File: src/rtl/hc_tx_port_arbiter_pkg.sv
// Shared arbiter definitions for the host-controller TX port.
// State codes and requester index constants.
package usbHostArb_h;

  typedef enum logic [1:0] {
    ARB_IDLE    = 2'b00,
    ARB_GRANTED = 2'b01,
    ARB_RELEASE = 2'b10
  } arbState_t;

  localparam int ARB_REQ_SOF    = 0;
  localparam int ARB_REQ_PKT    = 1;
  localparam int ARB_REQ_DIRCTL = 2;

endpackage

File: src/rtl/hc_tx_port_arbiter_prio_enc.sv
// Lowest-index-wins priority encoder.
// Returns the winning index and a valid flag.
module hc_tx_prio_enc #(
  parameter int N  = 3,
  parameter int IW = 2
) (
  input  logic [N-1:0]  req,
  output logic [IW-1:0] idx,
  output logic          valid
);

  always_comb begin
    idx   = '0;
    valid = 1'b0;
    for (int i = N - 1; i >= 0; i--) begin
      if (req[i]) begin
        idx   = IW'(i);
        valid = 1'b1;
      end
    end
  end

endmodule

File: src/rtl/hc_tx_port_arbiter.sv
// Fixed-priority, grant-locked arbiter for the SIE TX port.
// Optional grant timeout: define HC_TX_ARB_TIMEOUT_EN.
module hc_tx_port_arbiter
  import usbHostArb_h::*;
#(
  parameter int NUM_REQ        = 3,
  parameter int TIMEOUT_CYCLES = 4096
) (
  input  logic                 clk,
  input  logic                 rst,
  input  logic [NUM_REQ-1:0]   req,
  output logic [NUM_REQ-1:0]   gnt,
  input  logic [8*NUM_REQ-1:0] reqCntl,
  input  logic [8*NUM_REQ-1:0] reqData,
  input  logic [NUM_REQ-1:0]   reqWEn,
  output logic [NUM_REQ-1:0]   reqRdy,
  output logic [7:0]           HCTxPortCntl,
  output logic [7:0]           HCTxPortData,
  output logic                 HCTxPortWEn,
  input  logic                 HCTxPortRdy,
  output logic                 timeoutErr
);

  localparam int IW = (NUM_REQ > 1) ? $clog2(NUM_REQ) : 1;

  arbState_t          state, stateNext;
  logic [IW-1:0]      owner, ownerNext, encIdx;
  logic               encValid, active;
  logic [NUM_REQ-1:0] gntNext, reqAvail;

`ifdef HC_TX_ARB_TIMEOUT_EN
  localparam int TW = (TIMEOUT_CYCLES > 2) ? $clog2(TIMEOUT_CYCLES) : 1;
  localparam logic [TW-1:0] TMAX = TW'(TIMEOUT_CYCLES - 1);

  logic [TW-1:0]      timer, timerNext;
  logic [NUM_REQ-1:0] blocked, blockSet;
  logic               errNext;

  assign reqAvail = req & ~blocked;

  always_ff @(posedge clk or negedge rst) begin
    if (!rst) begin
      timer      <= '0;
      blocked    <= '0;
      timeoutErr <= 1'b0;
    end else begin
      timer      <= timerNext;
      blocked    <= (blocked & req) | blockSet;
      timeoutErr <= errNext;
    end
  end
`else
  assign reqAvail   = req;
  assign timeoutErr = 1'b0;
`endif

  hc_tx_prio_enc #(.N(NUM_REQ), .IW(IW)) uEnc (
    .req   (reqAvail),
    .idx   (encIdx),
    .valid (encValid)
  );

  always_comb begin
    stateNext = state;
    ownerNext = owner;
    gntNext   = '0;
`ifdef HC_TX_ARB_TIMEOUT_EN
    timerNext = timer;
    blockSet  = '0;
    errNext   = 1'b0;
`endif
    unique case (state)
      ARB_IDLE: begin
        if (encValid) begin
          stateNext = ARB_GRANTED;
          ownerNext = encIdx;
          gntNext   = NUM_REQ'(1) << encIdx;
`ifdef HC_TX_ARB_TIMEOUT_EN
          timerNext = '0;
`endif
        end
      end
      ARB_GRANTED: begin
        gntNext = gnt;
        if (!req[owner]) begin
          stateNext = ARB_RELEASE;
          gntNext   = '0;
        end
`ifdef HC_TX_ARB_TIMEOUT_EN
        else if (timer == TMAX) begin
          stateNext = ARB_RELEASE;
          gntNext   = '0;
          errNext   = 1'b1;
          blockSet  = NUM_REQ'(1) << owner;
        end else begin
          timerNext = timer + 1'b1;
        end
`endif
      end
      ARB_RELEASE: stateNext = ARB_IDLE;
      default:     stateNext = ARB_IDLE;
    endcase
  end

  always_ff @(posedge clk or negedge rst) begin
    if (!rst) begin
      state <= ARB_IDLE;
      owner <= '0;
      gnt   <= '0;
    end else begin
      state <= stateNext;
      owner <= ownerNext;
      gnt   <= gntNext;
    end
  end

  // Owner index is only trusted while GRANTED; everything else reads as idle.
  assign active       = (state == ARB_GRANTED);
  assign HCTxPortCntl = active ? reqCntl[8*int'(owner) +: 8] : 8'h00;
  assign HCTxPortData = active ? reqData[8*int'(owner) +: 8] : 8'h00;
  assign HCTxPortWEn  = active & reqWEn[owner];
  assign reqRdy       = gnt & {NUM_REQ{HCTxPortRdy}};

  always @(posedge clk) begin
    if (rst) begin
      assert ($onehot0(gnt));
      if (active) assert (int'(owner) < NUM_REQ);
    end
  end

endmodule
File: config.mk
export PLATFORM = sky130hd
export DESIGN_NAME = hc_tx_port_arbiter
export DESIGN_NICKNAME = d
export VERILOG_FILES = /design/src/rtl/hc_tx_port_arbiter_pkg.sv /design/src/rtl/hc_tx_port_arbiter_prio_enc.sv /design/src/rtl/hc_tx_port_arbiter.sv
export SDC_FILE = /design/constraint.sdc
export NUM_CORES = 1
export LEC_CHECK = 0
export ABC_AREA = 1
export CAP_MARGIN = 15
export CORE_MARGIN = 2
export CORE_UTILIZATION = 29
export CTS_CLUSTER_DIAMETER = 100
export DETAILED_ROUTE_END_ITERATION = 7
export GPL_TIMING_DRIVEN = 0
export PLACE_DENSITY = 0.84
export SKIP_CTS_REPAIR_TIMING = 1
export SLEW_MARGIN = 40
export SYNTH_ARGS = -nofsm -noshare
export SYNTH_HDL_FRONTEND = slang
export SYNTH_SLANG_ARGS = --single-unit
File: constraint.sdc
create_clock -name clk -period 1.4 [get_ports clk]
set_input_delay 0.28 -clock clk [delete_from_list [all_inputs] [get_ports clk]]
set_output_delay 0.28 -clock clk [all_outputs]
set_load 0.03 [all_outputs]
==> results.toml <==
[critical_path]
r2r_start = "owner[1]"
cp-startpoint = "owner[0]"
worst-setup-path-type = "flop to output port"
reg2reg_setup_slack_ps = 10
worstPathArrival_ps = 1550
worstPathRequired_ps = 1120
rr_endpoint = "gnt[2]"
crit_path_start_kind = "flop"
r2r_cells = 9
path_max_fanout = 6
worstSetupEndpoint = "HCTxPortData[3]"
endpoint_kind = "output port"

[layout]
nets = 294
drive_gt1_share_pct = 39.0
fillers = 155
fin_util_pct = 81.7
multiInputGateArea_um2 = 727
final-seq-area_um2 = 176
final_cells = 266
n_antenna_cell = 0
design_area_um2 = 2080
syn2layout_area_growth_pct = 161

[floorplan]
rows = 18
initial_core_util_pct = 31.3
core_area_um2 = 2540
dieArea_um2 = 3180
die_w_um = 56.4
die_h_um = 56.4
ios = 81

[detailed_routing]
routed_wl_um = 4040
ant_nets = 0
viasPerCell = 4.92
vias = 1308
drt-initial-drc-count = 41
firstDrtPassIters = 4
drcViolationCount = 0
wire_per_inst_um = 15.2

[timing]
slew_violations = 0
min_period_over_period_pct = 131
rsz0062_at_grt = "yes"
worst_hold_slack_ps = 291
setup-tns-final_ps = -6430
setup-violations-final = 17
hold_viol_final = 0
finalCriticalPeriod_ps = 1830
fin_ws_ps = -431
timing.fmax_ghz = 0.546
finClkSkew_ps = 1.47

[power_and_ir_drop]
p_per_area_nw_per_um2 = 2210
irDropWorstVdd_uv = 1730
leakagePower_nw = 0.982

[global_route]
grt_antenna_before_repair = 0
grt_max_degree = 11
grt_pass1_wl_um = 5240
grt-ovfl-total = 0
track_usage_pct = 20.3
grt_pass1_vias = 1192

[placement]
port_buffers = 79
place_area_um2 = 1760
place_inst = 249
gp_congestion = 0.853
dp_hpwl_um = 2670

[synthesis]
synth_commonest_cells = "nor2_1 (37), nand2_1 (35), a21oi_1 (17)"
yosys.area.top_type = "dfrtp_1"
async_flop_share_pct = 100
ys_types = 19
synth.area.top_cells = "dfrtp_1 (22%), nor2_1 (17%), nand2_1 (17%)"
synth_seq_cells = 7
postSynthCellCount = 140
synth_edf_count = 0
ys.flop_type = "dfrtp_1"
synth_top_area_share_pct = 22.0
yosysMostFrequentCell = "nor2_1"
netlist_area_um2 = 796
synth_warnings = 0
syn_nets = 197
syn_avg_cell_area_um2 = 5.68
ys_seq_area_share_pct = 22.0

[clocking]
cts.sinks = 7
cts_made_buffers = 3
htree_levels = 1
cts.clk_slew.worst_paths_ps = 50
clk_latency_ps = 250
cts_tree = "yes"
clockBufferDepth = 2
clock-root-buffer = "clkbuf_4"

[run]
maxCapViolations = 0

[worst_hold_path]
worstHoldPathType = "input pin to asynchronous set/reset pin"

[run_status]
status = "finished, violations left"
violations = "negative setup slack"
[critical path, stage by stage (launching register included)]
cell	delay [ps]
dfrtp_2	410
buf_8	130
buf_12	110
buf_8	110
nor2_1	50
nor2_1	120
o21ai_2	90
a21oi_4	150
buf_6	140
[registers in the layout, indices dropped and copies added, names as in the netlist]
signal,count
state,2
owner,2
gnt,3
[area by class of cell]
type                            instances  share of cell area, %
Sequential cell                         7                   8.49
Multi-Input combinational cell        116                   35.0
Inverter                                9                   1.99
Timing Repair Buffer                   92                   46.3
Buffer                                  8                   5.18
Clock buffer                            4                   1.26
Tap cell                               30                   1.81
[cell usage in the layout, fill, tap and decap left out, drive strengths merged]
master / instances
inv: 9
a21oi: 17
clkdlybuf4s50: 55
o21ai: 17
conb: 1
nand2: 36
nand4: 1
clkbuf: 6
dlymetal6s2s: 6
buf: 37
nand3: 5
nor2: 39
dfrtp: 7
[power breakdown]
| part | switching [mW] | internal (mW) | total, mW | leakage [nW] |
|---|---|---|---|---|
| combinational | 2.26 | 1.79 | 4.05 | 0.877 |
| sequential | 0.0678 | 0.287 | 0.355 | 0.0899 |
| clock | 0.0727 | 0.109 | 0.181 | 0.0150 |
| total | 2.40 | 2.18 | 4.58 | 0.982 |
[worst min-delay path by stage]
stage | depth (start not counted) | to | slack, ps
after CTS | 1 | state[1] | 300
final | 1 | owner[1] | 290
after global routing | 1 | owner[1] | 300
after floorplan | 0 | gnt[0] | -20
after detailed placement | 2 | gnt[0] | 520
after global placement | 2 | gnt[1] | 520
[cells by family (layout without fill, tap and decap cells)]
logic type | Yosys count | count (layout) | share of synthesized area [%]
AND/OR/NAND/NOR | 81 | 81 | 40.9
AO/OA/AOI/OAI | 34 | 34 | 21.4
buffers and inverters | 17 | 113 | 15.3
flip-flops | 7 | 7 | 22.0
other | 1 | 1 | 0.471
[per-stage QoR]
| stage | power [mW] | setup WS, ps |
|---|---|---|
| 2_1_floorplan | 2.52 | -52.7 |
| 3_3_place_gp | 3.52 | -686 |
| 3_5_place_dp | 3.60 | -734 |
| 4_1_cts | 3.80 | -1010 |
| 5_1_grt | 4.84 | -493 |
| 6_report | 4.58 | -431 |
[per-layer routing]
layer,up-vias,part of all wire (%),global-route usage (%),routed length [um]
met5,-,0,0,0
met4,0,0.52,3.74,21
met3,2,6.5,4.61,262
met2,61,57,38.5,2290
met1,604,36,23.2,1470
li1,641,-,-,-
Note: power is estimated with default switching activity, not from simulation.
